<file path="src/rtl/ifsram_pingpong_ctrl.sv">
// Ping-pong sequencer for the two ifmap SRAM banks: fills one bank while the other drains.
// Optional stall counters are enabled by defining IFCTRL_STALL_CNT_EN.
module ifsram_pingpong_ctrl #(
   parameter int unsigned TILE_CNT_BITS  = 16
`ifdef IFCTRL_STALL_CNT_EN
   ,
   parameter int unsigned STALL_CNT_BITS = 32
`endif
) (
   input  logic                      clk,
   input  logic                      reset,
   input  logic                      layer_start,
   input  logic [TILE_CNT_BITS-1:0]  cfg_tile_num,
   output logic                      layer_busy,
   output logic                      layer_done,
   output logic                      start_if_store,
   input  logic                      if_store_busy,
   input  logic                      if_store_done,
   output logic                      start_if_read,
   input  logic                      if_read_done,
   output logic                      ifsramb0_write,
   output logic                      ifsramb1_write,
   output logic                      ifsramb0_read,
   output logic                      ifsramb1_read,
   output logic [1:0]                bank_full
`ifdef IFCTRL_STALL_CNT_EN
   ,
   output logic [STALL_CNT_BITS-1:0] stall_wr_cnt,
   output logic [STALL_CNT_BITS-1:0] stall_rd_cnt
`endif
);

   typedef enum logic [1:0] {W_IDLE, W_WAIT, W_FILL} wr_state_e;
   typedef enum logic [1:0] {R_IDLE, R_WAIT, R_DRAIN} rd_state_e;

   localparam logic [TILE_CNT_BITS-1:0] TILE_ONE = {{(TILE_CNT_BITS-1){1'b0}}, 1'b1};

   wr_state_e                wst_q, wst_d;
   rd_state_e                rst_q, rst_d;
   logic [TILE_CNT_BITS-1:0] tile_num_q, tile_num_d;
   logic [TILE_CNT_BITS-1:0] issued_q, issued_d;
   logic [TILE_CNT_BITS-1:0] drained_q, drained_d;
   logic                     wr_ptr_q, wr_ptr_d;
   logic                     rd_ptr_q, rd_ptr_d;
   logic [1:0]               bank_full_q, bank_full_d;
   logic [1:0]               wsel_q, wsel_d;
   logic [1:0]               rsel_q, rsel_d;
   logic                     busy_q, busy_d;
   logic                     done_q, done_d;
   logic                     st_start_q, st_start_d;
   logic                     rd_start_q, rd_start_d;
   logic                     accept;

`ifdef IFCTRL_STALL_CNT_EN
   localparam logic [STALL_CNT_BITS-1:0] STALL_ONE = {{(STALL_CNT_BITS-1){1'b0}}, 1'b1};
   logic [STALL_CNT_BITS-1:0] stall_wr_q, stall_wr_d;
   logic [STALL_CNT_BITS-1:0] stall_rd_q, stall_rd_d;
`endif

   assign accept = layer_start && !busy_q;

   always_comb begin
      wst_d       = wst_q;
      rst_d       = rst_q;
      tile_num_d  = tile_num_q;
      issued_d    = issued_q;
      drained_d   = drained_q;
      wr_ptr_d    = wr_ptr_q;
      rd_ptr_d    = rd_ptr_q;
      bank_full_d = bank_full_q;
      wsel_d      = wsel_q;
      rsel_d      = rsel_q;
      busy_d      = busy_q;
      done_d      = 1'b0;
      st_start_d  = 1'b0;
      rd_start_d  = 1'b0;
`ifdef IFCTRL_STALL_CNT_EN
      stall_wr_d  = stall_wr_q;
      stall_rd_d  = stall_rd_q;
      if (wst_q == W_WAIT && issued_q < tile_num_q &&
          (bank_full_q[wr_ptr_q] || rsel_q[wr_ptr_q]) && stall_wr_q != '1)
         stall_wr_d = stall_wr_q + STALL_ONE;
      if (rst_q == R_WAIT && !bank_full_q[rd_ptr_q] && stall_rd_q != '1)
         stall_rd_d = stall_rd_q + STALL_ONE;
`endif

      unique case (wst_q)
         W_WAIT: begin
            if (issued_q < tile_num_q && !bank_full_q[wr_ptr_q] &&
                !rsel_q[wr_ptr_q] && !if_store_busy) begin
               wst_d            = W_FILL;
               st_start_d       = 1'b1;
               wsel_d[wr_ptr_q] = 1'b1;
            end
         end
         W_FILL: begin
            if (if_store_done) begin
               wsel_d                = '0;
               bank_full_d[wr_ptr_q] = 1'b1;
               wr_ptr_d              = ~wr_ptr_q;
               issued_d              = issued_q + TILE_ONE;
               wst_d                 = (issued_d == tile_num_q) ? W_IDLE : W_WAIT;
            end
         end
         default: ;
      endcase

      // Store-done and read-done in one cycle always target different banks,
      // so the set above and the clear below never collide.
      unique case (rst_q)
         R_WAIT: begin
            if (bank_full_q[rd_ptr_q]) begin
               rst_d            = R_DRAIN;
               rd_start_d       = 1'b1;
               rsel_d[rd_ptr_q] = 1'b1;
            end
         end
         R_DRAIN: begin
            if (if_read_done) begin
               rsel_d                = '0;
               bank_full_d[rd_ptr_q] = 1'b0;
               rd_ptr_d              = ~rd_ptr_q;
               drained_d             = drained_q + TILE_ONE;
               if (drained_d == tile_num_q) begin
                  done_d = 1'b1;
                  busy_d = 1'b0;
                  wst_d  = W_IDLE;
                  rst_d  = R_IDLE;
               end else begin
                  rst_d  = R_WAIT;
               end
            end
         end
         default: ;
      endcase

      if (accept) begin
         tile_num_d  = cfg_tile_num;
         issued_d    = '0;
         drained_d   = '0;
         wr_ptr_d    = 1'b0;
         rd_ptr_d    = 1'b0;
         bank_full_d = '0;
         wsel_d      = '0;
         rsel_d      = '0;
`ifdef IFCTRL_STALL_CNT_EN
         stall_wr_d  = '0;
         stall_rd_d  = '0;
`endif
         if (cfg_tile_num == '0) begin
            done_d = 1'b1;
         end else begin
            busy_d = 1'b1;
            wst_d  = W_WAIT;
            rst_d  = R_WAIT;
         end
      end
   end

   always_ff @(posedge clk or negedge reset) begin
      if (!reset) begin
         wst_q       <= W_IDLE;
         rst_q       <= R_IDLE;
         tile_num_q  <= '0;
         issued_q    <= '0;
         drained_q   <= '0;
         wr_ptr_q    <= 1'b0;
         rd_ptr_q    <= 1'b0;
         bank_full_q <= '0;
         wsel_q      <= '0;
         rsel_q      <= '0;
         busy_q      <= 1'b0;
         done_q      <= 1'b0;
         st_start_q  <= 1'b0;
         rd_start_q  <= 1'b0;
`ifdef IFCTRL_STALL_CNT_EN
         stall_wr_q  <= '0;
         stall_rd_q  <= '0;
`endif
      end else begin
         wst_q       <= wst_d;
         rst_q       <= rst_d;
         tile_num_q  <= tile_num_d;
         issued_q    <= issued_d;
         drained_q   <= drained_d;
         wr_ptr_q    <= wr_ptr_d;
         rd_ptr_q    <= rd_ptr_d;
         bank_full_q <= bank_full_d;
         wsel_q      <= wsel_d;
         rsel_q      <= rsel_d;
         busy_q      <= busy_d;
         done_q      <= done_d;
         st_start_q  <= st_start_d;
         rd_start_q  <= rd_start_d;
`ifdef IFCTRL_STALL_CNT_EN
         stall_wr_q  <= stall_wr_d;
         stall_rd_q  <= stall_rd_d;
`endif
      end
   end

   assign layer_busy     = busy_q;
   assign layer_done     = done_q;
   assign start_if_store = st_start_q;
   assign start_if_read  = rd_start_q;
   assign ifsramb0_write = wsel_q[0];
   assign ifsramb1_write = wsel_q[1];
   assign ifsramb0_read  = rsel_q[0];
   assign ifsramb1_read  = rsel_q[1];
   assign bank_full      = bank_full_q;
`ifdef IFCTRL_STALL_CNT_EN
   assign stall_wr_cnt   = stall_wr_q;
   assign stall_rd_cnt   = stall_rd_q;
`endif

endmodule

</file>
<file path="config.mk">
export PLATFORM = sky130hd
export DESIGN_NAME = ifsram_pingpong_ctrl
export DESIGN_NICKNAME = d
export VERILOG_FILES = /design/src/rtl/ifsram_pingpong_ctrl.sv
export SDC_FILE = /design/constraint.sdc
export NUM_CORES = 1
export LEC_CHECK = 0
export BUFFER_PORTS_ARGS = -buffer_cell sky130_fd_sc_hd__buf_2
export CAP_MARGIN = 20
export CORE_MARGIN = 8
export CORE_UTILIZATION = 59
export DETAILED_ROUTE_END_ITERATION = 8
export GPL_TIMING_DRIVEN = 0
export PLACE_DENSITY = 0.75
export SLEW_MARGIN = 10
export SYNTH_ARGS = -nofsm -noshare
export SYNTH_HDL_FRONTEND = slang
export SYNTH_SLANG_ARGS = --single-unit
</file>
<file path="constraint.sdc">
create_clock -name clk -period 4.1 [get_ports clk]
set_input_delay 0.82 -clock clk [delete_from_list [all_inputs] [get_ports clk]]
set_output_delay 0.82 -clock clk [all_outputs]
set_load 0.01 [all_outputs]
</file>
# After elaboration in Yosys (flattened, before gate mapping)
# Cells that the tools add are included.
# word_totals
regBits	64
out_inout_bits	10
in_bits	22
elab_cells	123
# op_classes
n_mux	64
n_lt_le_gt_ge	5
n_addsub	2
reduce_logical	21
bitwise	7
eq_ne	10
# ops
operator	count
16-bit two-way mux	6
2-bit two-way mux	22
16-bit by 1-bit adder with 16-bit output, second input constant	2
16-bit equality test	2
1-bit two-way mux	30
16-bit zero test	1
16-bit < comparator	1
2-bit case mux with 2 select lines	4
3-bit inequality test, second input constant	4
2-bit nonzero test	4
1-bit logical AND	6
2-bit bitwise OR	3
3-bit AND reduction	2
3-bit nonzero test	2
2-bit by 1-bit equality test with 1-bit output, second input constant	2
2-bit equality test, second input constant	2
1-bit zero test	4
1-bit by 2-bit < comparator with 1-bit output, second input constant	2
2-bit AND reduction	2
2-bit AND	1
1-bit demux with 1-bit select	2
1-bit >= comparator, second input constant	2
1-bit inverter	2
2-bit inverter	1

# Logic depth before layout (Yosys ltp)
# Gate-level depths: netlist (run 1).
# logic_depth
ltp_word	13
ltp_mapped	10

# Worst setup path before layout (run 1)
# OpenSTA, ideal clock, no wires.
# synth_path
path_kind	reg2reg
start	register drained_q[0]
end	register rst_q[0]
setup_slack_ns	1.714
required_ns	3.968
stages_incl_launch_ff	9
period_less_slack_ns	2.386
n_path_buf	0
arrival_time_ns	2.255
path_cell_list	dfrtp_1 > ha_1 > xnor2_1 > o2111ai_1 > a2111oi_2 > o2111ai_1 > a2111oi_2 > a31oi_1 > or3b_1
# synth_via
elab_chain_len	7
# synth_lines
item	line_no	rtl
start: declaration	42	logic [TILE_CNT_BITS-1:0] drained_q, drained_d;
start signal: assignment	185	drained_q <= drained_d;
16-bit by 1-bit adder with 16-bit output *	123	drained_d = drained_q + TILE_ONE;
16-bit equality test *	124	if (drained_d == tile_num_q) begin
1-bit two-way mux *	124	
2-bit two-way mux *	119	if (if_read_done) begin
2-bit case mux with 2 select lines *	110	unique case (rst_q)
2-bit two-way mux	150	if (cfg_tile_num == '0) begin
2-bit two-way mux *	137	if (accept) begin
net rst_d[0]	39	rd_state_e rst_q, rst_d;
end signal: assignment	182	rst_q <= rst_d;
end: declaration	39	
# Mark *: on every way through the listed nets, which the timed path passes. The rest lies on a longest branch.
# A chain may end at the register's enable or synchronous reset.

# Worst setup path in the final report (run 1)
# layout_path
start	register issued_q[0]
end	register wst_q[0]
# layout_via
elab_chain_len	11
# layout_lines
item	line_no	rtl
start: declaration	41	logic [TILE_CNT_BITS-1:0] issued_q, issued_d;
start signal: assignment	184	issued_q <= issued_d;
parallel branches: the longest is 5 deep, another holds 16-bit by 1-bit adder with 16-bit output	-	
2-bit case mux with 2 select lines *	87	unique case (wst_q)
2-bit two-way mux	124	
2-bit two-way mux	119	
2-bit two-way mux *	110	
2-bit two-way mux	150	
2-bit two-way mux *	137	
net wst_d[0]	38	wr_state_e wst_q, wst_d;
end signal: assignment	181	wst_q <= wst_d;
end: declaration	38	
# Mark *: on every way through the listed nets, which the timed path passes.

==> results.toml, run 1 <==
[clocking]
post_cts_buffers = 0
htreeDepth = 3
cts-hold-fix-buffers = 0
clkLatencyLatePin_ns = 0.36
cts_sinks = 64
post_cts_resize_count = 0
cts_buffer_depth = 2
root_buffer = "clkbuf_8"
cts_buffers = 9
path_clk_slew_ns = 0.08
cts_tree = "done"

[worst_hold_path]
whs_endpoint = "layer_busy"
worstHoldStart = "layer_busy"
hold_path.class = "flop to flop"
whs_path_depth = 1

[place]
dpl.hpwl_um = 8470
post-place-ws_ns = 1.02
port_buffers = 31
place_congestion = 0.900
placed_area_um2 = 4700

[yosys]
synth_xor_area_frac = 0.119
synth-simple-area-share = 0.235
yosysWarnings = 0
syn_avg_cell_area_um2 = 8.64
synth_mux_area_frac = 0.00482
synth_edf_count = 0
synth_compound_area_frac = 0.157
ys_seq_elements = 64
syn_nets = 555
synth_cell_types = 60
synthArstFlopShare = 1.00
synth_cells = 511
synth_top_family_by_area = "simple AND/OR/NAND/NOR gates"
syn_area_um2 = 4410
synth_adder_area_share = 0.0624
synth_flop_cell = "dfrtp_1"
synth-seq-area-share = 0.363

[timing]
slew_viol_final = 0
fin_worst_skew_ns = 0.0125
worst_slew_pin_slew_ns = 0.968
setup_viol = 0
maxSlewHeadroom = 0.338
rsz0062_at_grt = "no"
whs_ns = 0.516
tns_ns = 0
min_period_over_period = 0.810
post-route-min-period_ns = 3.32
fin_ws_ns = 0.781
final-hold-violation-count = 0
fmax_mhz = 301

[detailed_routing]
drtAntennaViolNets = 0
vias = 3960
first_pass_iters = 5
drt-vias-per-instance = 6.03
routedWlPerCell_um = 17.4
drc = 0
drt_wl_total_um = 11400
drt-initial-drc-count = 252

[setup_path]
end_kind = "flop"
worstRegToRegCells = 9
reg2reg_slack_ns = 0.78
cp-start-kind = "flop"
crit_fanout = 10
cp.required_ns = 4.35
timing.rr.end = "wst_q[0]"
r2r_start = "issued_q[0]"
worstPathArrival_ns = 3.57
critPathKind = "flop to flop"

[outcome]
status = "finished, final reports clean"

[floorplanning]
die_width_um = 102
ioPinCount = 32
core_area_um2 = 7250
start_util = 0.609
die-height_um = 102
dieArea_um2 = 10500
rows = 31

[global_routing]
grt_pass1_wl_um = 18600
grt_overflow_total = 0
grt_pass1_vias = 3861
grt_antenna_before_repair = 0
track_usage = 0.233
grt_max_degree = 65

[finish]
syn_to_final_growth_pct = 10.9
fillers = 626
final_area_um2 = 4890
drive_above_1_share = 0.122
antenna_cells = 0
fin_nets = 597

[power]
ir_drop_v = 0.000378
powerDensity_nw_per_um2 = 484
p_leak_nw = 2.09

[flow_run]
maxCapViolations = 0
cell usage in the layout, fill, tap and decap left out, types with 4 or more instances in the layout:
cell type / count
buf_2: 32
nor2_1: 46
clkbuf_1: 19
o22ai_1: 6
nand4_1: 16
clkbuf_8: 9
nor4_1: 8
nand3_1: 20
a21o_1: 5
dfrtp_1: 64
inv_1: 26
buf_6: 4
a2111oi_0: 5
a211oi_1: 5
nor3_1: 12
ha_1: 22
xor2_1: 21
o21ai_0: 32
a21oi_1: 24
nand2b_1: 4
and4_1: 5
o211ai_1: 5
nor2b_1: 9
or3_1: 10
nand2_1: 46
xnor2_1: 39
and3_1: 4
o211a_1: 4
registers in the layout (all words and copies together) (netlist names):
name,flops
wsel_q,2
issued_q,16
tile_num_q,16
rst_q,2
wr_ptr_q,1
layer_busy,1
wst_q,2
bank_full,2
drained_q,16
start_if_store,1
layer_done,1
rd_ptr_q,1
start_if_read,1
rsel_q,2
critical path: stages, from the launching register on:
cell and delay [ns]:
dfrtp_1 0.46, ha_1 0.30, nand4_1 0.15, clkbuf_1 0.39, o21ai_0 0.15, a2111oi_0 0.50, a211oi_1 0.13, a2111oi_0 0.79
o22ai_1 0.16, a21o_1 0.19
stage by stage:
stage          instances  utilization  power, mW
2_1_floorplan        511            -       1.55
3_3_place_gp         641        0.647       1.79
3_5_place_dp         641        0.647       1.81
4_1_cts              657        0.675       2.38
5_1_grt              657        0.675       2.53
6_report             657        0.675       2.37
worst max-delay path by stage:
stage	start	to	slack, ns	cells past startpoint
6_report	issued_q[0]	wst_q[0]	0.78	9
5_1_grt	issued_q[0]	wst_q[0]	0.71	9
3_5_place_dp	issued_q[0]	wst_q[0]	1.02	9
4_1_cts	issued_q[0]	wst_q[0]	1.00	9
3_3_place_gp	issued_q[0]	wst_q[0]	1.01	9
2_1_floorplan	drained_q[0]	rst_q[0]	1.71	8
cell type report:
cell class / count / area (µm²) / area share
clock inverter: 6 / 70.1 / 0.0143
inverter: 26 / 97.6 / 0.0199
timing repair buffer: 31 / 158 / 0.0322
clock buffer: 10 / 128 / 0.0261
multi-input combinational: 390 / 2550 / 0.522
buffer: 31 / 163 / 0.0332
tap: 99 / 124 / 0.0253
sequential: 64 / 1600 / 0.327
Yosys cell counts (4+ instances only):
| cell type | instances | area [µm²] |
|---|---|---|
| clkbuf_1 | 18 | 67.6 |
| o211ai_1 | 5 | 37.5 |
| a211oi_1 | 5 | 37.5 |
| o211a_1 | 4 | 40.0 |
| a2111oi_0 | 5 | 43.8 |
| nor2_1 | 46 | 173 |
| nand3_1 | 20 | 100 |
| and4_1 | 5 | 43.8 |
| o22ai_1 | 6 | 37.5 |
| nand2b_1 | 4 | 25.0 |
| buf_6 | 4 | 45.0 |
| or3_1 | 10 | 62.6 |
| inv_1 | 26 | 97.6 |
| a21o_1 | 5 | 37.5 |
| ha_1 | 22 | 275 |
| nor2b_1 | 9 | 56.3 |
| a21oi_1 | 24 | 120 |
| nor4_1 | 8 | 50.1 |
| xnor2_1 | 39 | 342 |
| nand4_1 | 16 | 100 |
| xor2_1 | 21 | 184 |
| nor3_1 | 12 | 60.1 |
| nand2_1 | 46 | 173 |
| o21ai_0 | 32 | 160 |
| dfrtp_1 | 64 | 1600 |
| and3_1 | 4 | 25.0 |
metal layers:
metal	GRT usage	share of wire	up-vias
met5	0	0	-
met4	0.0892	0.021	0
met3	0.0682	0.076	25
met2	0.368	0.45	142
met1	0.293	0.45	1894
li1	-	-	1899
cells by family (layout without fill, tap and decap cells):
group,after synthesis,after routing
simple gates,200,200
buf+inv,57,104
fa+ha+maj,22,22
mux,2,2
flops,64,64
xor+xnor,60,60
compound gates,106,106
where the power goes:
group	total, mW	switching (mW)	internal, mW
Sequential	0.928	0.164	0.764
Clock	0.556	0.273	0.283
Combinational	0.885	0.492	0.392
Total	2.37	0.929	1.44
No activity file was read; power rests on OpenSTA's default activity.
==> run 2, diff against run 1 <==
==> constraint.sdc (replaced) <==
create_clock -name clk -period 3.3 [get_ports clk]
set_input_delay 0.66 -clock clk [delete_from_list [all_inputs] [get_ports clk]]
set_output_delay 0.66 -clock clk [all_outputs]
set_load 0.01 [all_outputs]
==> results.toml, run 2 (synthesis gave the netlist of run 1 again) <==
[setup_path]
critPathKind = "flop to flop"
worstPathArrival_ns = 3.29
crit_fanout = 10
cp-start-kind = "flop"
end_kind = "flop"
startpoint = "issued_q[1]"
worstRegToRegCells = 9
crit_buf_inv = 1
cpLargestDelayFamily = "compound AO/OA/AOI/OAI gates"
crit_slowest_cell = "a2111oi_1"
cp.required_ns = 3.55
timing.rr.end = "wst_q[0]"
r2r_start = "issued_q[1]"
crit_path_frequent_cell = "o22ai_1"
reg2reg_slack_ns = 0.26
critical_path.max_stage_delay_ns = 0.67
path_cells = "ha_1 -> nand4_1 -> clkbuf_1 -> or3_1 -> a21oi_1 -> o22ai_1 -> a2111oi_1 -> o22ai_1 -> a21o_1"

[clocking]
cts_buffers = 9
cts_sinks = 64
cts_tree = "done"
path_clk_slew_ns = 0.08
root_buffer = "clkbuf_8"
htreeDepth = 3
cts_buffer_depth = 2
clkLatencyLatePin_ns = 0.36
post_cts_buffers = 0

[timing]
tns_ns = 0
min_period_over_period = 0.920
maxSlewHeadroom = 0.444
final-hold-violation-count = 0
slew_viol_final = 0
worst_slew_pin_slew_ns = 0.833
fin_ws_ns = 0.265
fin_worst_skew_ns = 0.0127
rsz0062_at_grt = "no"
setup_viol = 0
whs_ns = 0.396
fmax_mhz = 329
post-route-min-period_ns = 3.04

[finish]
antenna_cells = 0
fin_nets = 597
drive_above_1_share = 0.122
layout_commonest_cell = "dfrtp_1"
final_area_um2 = 4890
syn_to_final_growth_pct = 10.9
fin_cells = 657
reg_top3 = "drained_q (16), issued_q (16), tile_num_q (16)"
layout_common_cells = "dfrtp_1, nand2_1, nor2_1"
fin_util = 0.675

[global_routing]
grt_pass1_vias = 3861
grt_antenna_before_repair = 0
track_usage = 0.233
grt_max_degree = 65
grt_pass1_wl_um = 18600
grt_overflow_total = 0

[power]
switching_power_mw = 1.15
p_clk_frac = 0.235
internal_power_mw = 1.79
p_comb_frac = 0.373
p_leak_nw = 2.09
power_mw = 2.94
seq_power_share = 0.392
ir_drop_v = 0.000469
powerDensity_nw_per_um2 = 601
p_sw_frac = 0.392

[place]
placed_area_um2 = 4700
post-place-ws_ns = 0.221
placed_cells = 641
place_congestion = 0.900
dpl.hpwl_um = 8470
port_buffers = 31

[floorplanning]
die_width_um = 102
core_area_um2 = 7250
die-height_um = 102
rows = 31
ioPinCount = 32
start_util = 0.609
dieArea_um2 = 10500

[detailed_routing]
drt_wl_total_um = 11400
drt-initial-drc-count = 262
first_pass_iters = 4
drt-vias-per-instance = 6.03
drtAntennaViolNets = 0
drc = 0
vias = 3959
routedWlPerCell_um = 17.3

[flow_run]
maxCapViolations = 0

[worst_hold_path]
hold_path.class = "input pin to async pin"

[outcome]
status = "finished, final reports clean"
[run 2: changes by cell type in the layout (fill, tap and decap cells not counted)]
| cell | change |
|---|---|
| a2111oi_0 | -1 |
| a2111oi_1 | +1 |
[run 2: area by class of cell]
type / count / area (µm²)
multi-input combinational: 390 / 2550
tap: 99 / 124
inverter: 26 / 97.6
buffer: 31 / 163
sequential: 64 / 1600
timing repair buffer: 31 / 158
fill: 626 / 2360
clock buffer: 10 / 128
clock inverter: 6 / 70.1
[run 2: how the worst max path moves through the flow]
stage	endpoint	slack (ns)	depth (start not counted)
6_report	wst_q[0]	0.26	9
5_1_grt	wst_q[0]	0.08	9
4_1_cts	wst_q[0]	0.20	9
3_5_place_dp	wst_q[0]	0.22	9
3_3_place_gp	wst_q[0]	0.21	9
2_1_floorplan	rst_q[0]	0.91	8
[run 2: repair_timing]
action | CTS | global route
endpoints found under the setup margin | 0 | 1
hold buffers | 0 | 0
resized for setup | 0 | 1
[run 2: metal layers]
metal,GRT usage,part of all wire,vias up
li1,-,-,1900
met1,0.293,0.45,1894
met2,0.368,0.45,141
met3,0.0682,0.075,24
met4,0.0892,0.021,0
met5,0,0,-
[run 2: power groups by stage]
| stage | registers, mW | logic (mW) | clock network, mW |
|---|---|---|---|
| after detailed placement | 1.16 | 1.09 | 0 |
| after CTS | 1.15 | 1.10 | 0.708 |
| after floorplan | 1.13 | 0.795 | 0 |
| final | 1.15 | 1.10 | 0.691 |
| after global routing | 1.17 | 1.23 | 0.739 |
| after global placement | 1.16 | 1.06 | 0 |
==> run 3, diff against run 2 <==
--- a/config.mk
+++ b/config.mk
@@ -5,7 +5,7 @@
 export SDC_FILE = /design/constraint.sdc
 export NUM_CORES = 1
 export LEC_CHECK = 0
-export BUFFER_PORTS_ARGS = -buffer_cell sky130_fd_sc_hd__buf_2
+export BUFFER_PORTS_ARGS = -buffer_cell sky130_fd_sc_hd__buf_4
 export CAP_MARGIN = 20
 export CORE_MARGIN = 8
 export CORE_UTILIZATION = 59
==> results.toml, run 3 (synthesis gave the netlist of run 1 again) <==
[setup_path]
critPathKind = "flop to flop"
cp.required_ns = 3.53
worstPathArrival_ns = 3.28
crit_fanout = 10
reg2reg_slack_ns = 0.26
critical_path.max_stage_delay_ns = 0.59
path_cells = "ha_1 -> nand4_1 -> clkbuf_1 -> o21ai_0 -> a2111oi_0 -> a211oi_1 -> a2111oi_1 -> o22ai_1 -> a21o_1"
cp-start-kind = "flop"
timing.rr.end = "wst_q[0]"
end_kind = "flop"
crit_slowest_cell = "a2111oi_1"
r2r_start = "issued_q[0]"
worstRegToRegCells = 9

[finish]
syn_to_final_growth_pct = 11.9
reg_top3 = "drained_q (16), issued_q (16), tile_num_q (16)"
layout_common_cells = "dfrtp_1, nand2_1, nor2_1"
fin_nets = 597
layout_commonest_cell = "dfrtp_1"
drive_above_1_share = 0.118
antenna_cells = 0
fillers = 618

[outcome]
status = "finished, final reports clean"

[floorplanning]
core_area_um2 = 7250
die-height_um = 102
start_util = 0.609
die_width_um = 102
ioPinCount = 32
dieArea_um2 = 10500
rows = 31

[detailed_routing]
drt_wl_total_um = 11400
vias = 3940
routedWlPerCell_um = 17.3
wl_met1_um = 5330
wl_met3_um = 755
drc = 0
drtAntennaViolNets = 0
drt-initial-drc-count = 195
drt-vias-per-instance = 6.00
wl_met2_um = 5080
first_pass_iters = 5
top_layer = "met4"

[place]
dpl.hpwl_um = 8650
place_congestion = 0.886
port_buffers = 31

[clocking]
cts-hold-fix-buffers = 0
post_cts_buffers = 0
cts_buffer_depth = 2
post_cts_resize_count = 0
path_clk_slew_ns = 0.07
htreeDepth = 3
cts_tree = "done"
cts_buffers = 9
cts_sinks = 64
clkLatencyLatePin_ns = 0.34
root_buffer = "clkbuf_8"

[timing]
whs_ns = 0.419
rsz0062_at_grt = "no"
setup_viol = 0
tns_ns = 0
slew_viol_final = 0
maxSlewHeadroom = 0.442
fin_worst_skew_ns = 0.0113
min_period_over_period = 0.922
fmax_mhz = 329
final-hold-violation-count = 0
worst_slew_pin_slew_ns = 0.836
post-route-min-period_ns = 3.04

[power]
p_clk_frac = 0.208
p_comb_frac = 0.390
internal_power_mw = 1.76
powerDensity_nw_per_um2 = 583
switching_power_mw = 1.12
seq_power_share = 0.402
p_leak_nw = 2.11
p_sw_frac = 0.390
ir_drop_v = 0.000396

[global_routing]
grt_overflow_total = 0
grt_max_degree = 65
track_usage = 0.233
grt_pass1_wl_um = 18800
grt_pass1_vias = 3791
grt_antenna_before_repair = 0

[worst_hold_path]
hold_path.class = "input pin to async pin"

[flow_run]
maxCapViolations = 0
## run 3: cell count changes in the layout (fill, tap and decap cells not counted), moves of 2 or more
cell / before / now
clkinv_4: 2 / 0
buf_4: 3 / 33
buf_2: 32 / 2
clkinv_2: 0 / 2
clkbuf_1: 19 / 21
clkinvlp_4: 3 / 1
## run 3: power by group through the flow
stage / Combinational (mW) / Clock [mW] / Sequential (mW)
detailed placement: 1.11 / 0 / 1.17
floorplan: 0.795 / 0 / 1.13
global placement: 1.09 / 0 / 1.16
global route: 1.26 / 0.640 / 1.17
CTS: 1.12 / 0.613 / 1.15
finish: 1.12 / 0.599 / 1.16
## run 3: layer usage
metal	GRT usage	up-vias
met5	0	-
met4	0.0745	0
met3	0.0540	15
met2	0.361	125
met1	0.315	1900
li1	-	1900
## run 3: area by class of cell
cell class	count	area, µm²	share of cell area
multi-input cells	390	2550	0.517
flip-flops and latches	64	1600	0.324
repair buffers	31	233	0.0471
plain buffers	31	163	0.0329
clock buffers	13	149	0.0301
well taps	99	124	0.0251
inverters	26	97.6	0.0198
clock inverters	3	17.5	0.00355
## run 3: worst max-delay path, delay by kind of cell, from the launching register on
family          cells  cell delay, ns
compound gates      6            1.64
buf+inv             1            0.37
simple gates        1            0.16
flops               1            0.46
fa+ha+maj           1            0.30
## run 3: worst max path at each step
stage / startpoint / end / slack [ns] / cells after the start
2_1_floorplan: drained_q[0] / rst_q[0] / 0.91 / 8
3_3_place_gp: issued_q[0] / wst_q[0] / 0.24 / 9
3_5_place_dp: issued_q[0] / wst_q[0] / 0.24 / 9
4_1_cts: issued_q[0] / wst_q[0] / 0.21 / 9
5_1_grt: issued_q[0] / wst_q[0] / 0.02 / 9
6_report: issued_q[0] / wst_q[0] / 0.26 / 9
## run 3: stage by stage
step                cells  area, µm²  total power [mW]   util  setup WS (ns)
finish                657       4940              2.88  0.681          0.257
global route          657       4940              3.07  0.681         0.0206
CTS                   657       4940              2.89  0.681          0.207
detailed placement    641       4770              2.28  0.658          0.244
global placement      641       4770              2.25  0.658          0.236
floorplan             511       4410              1.92      -          0.914
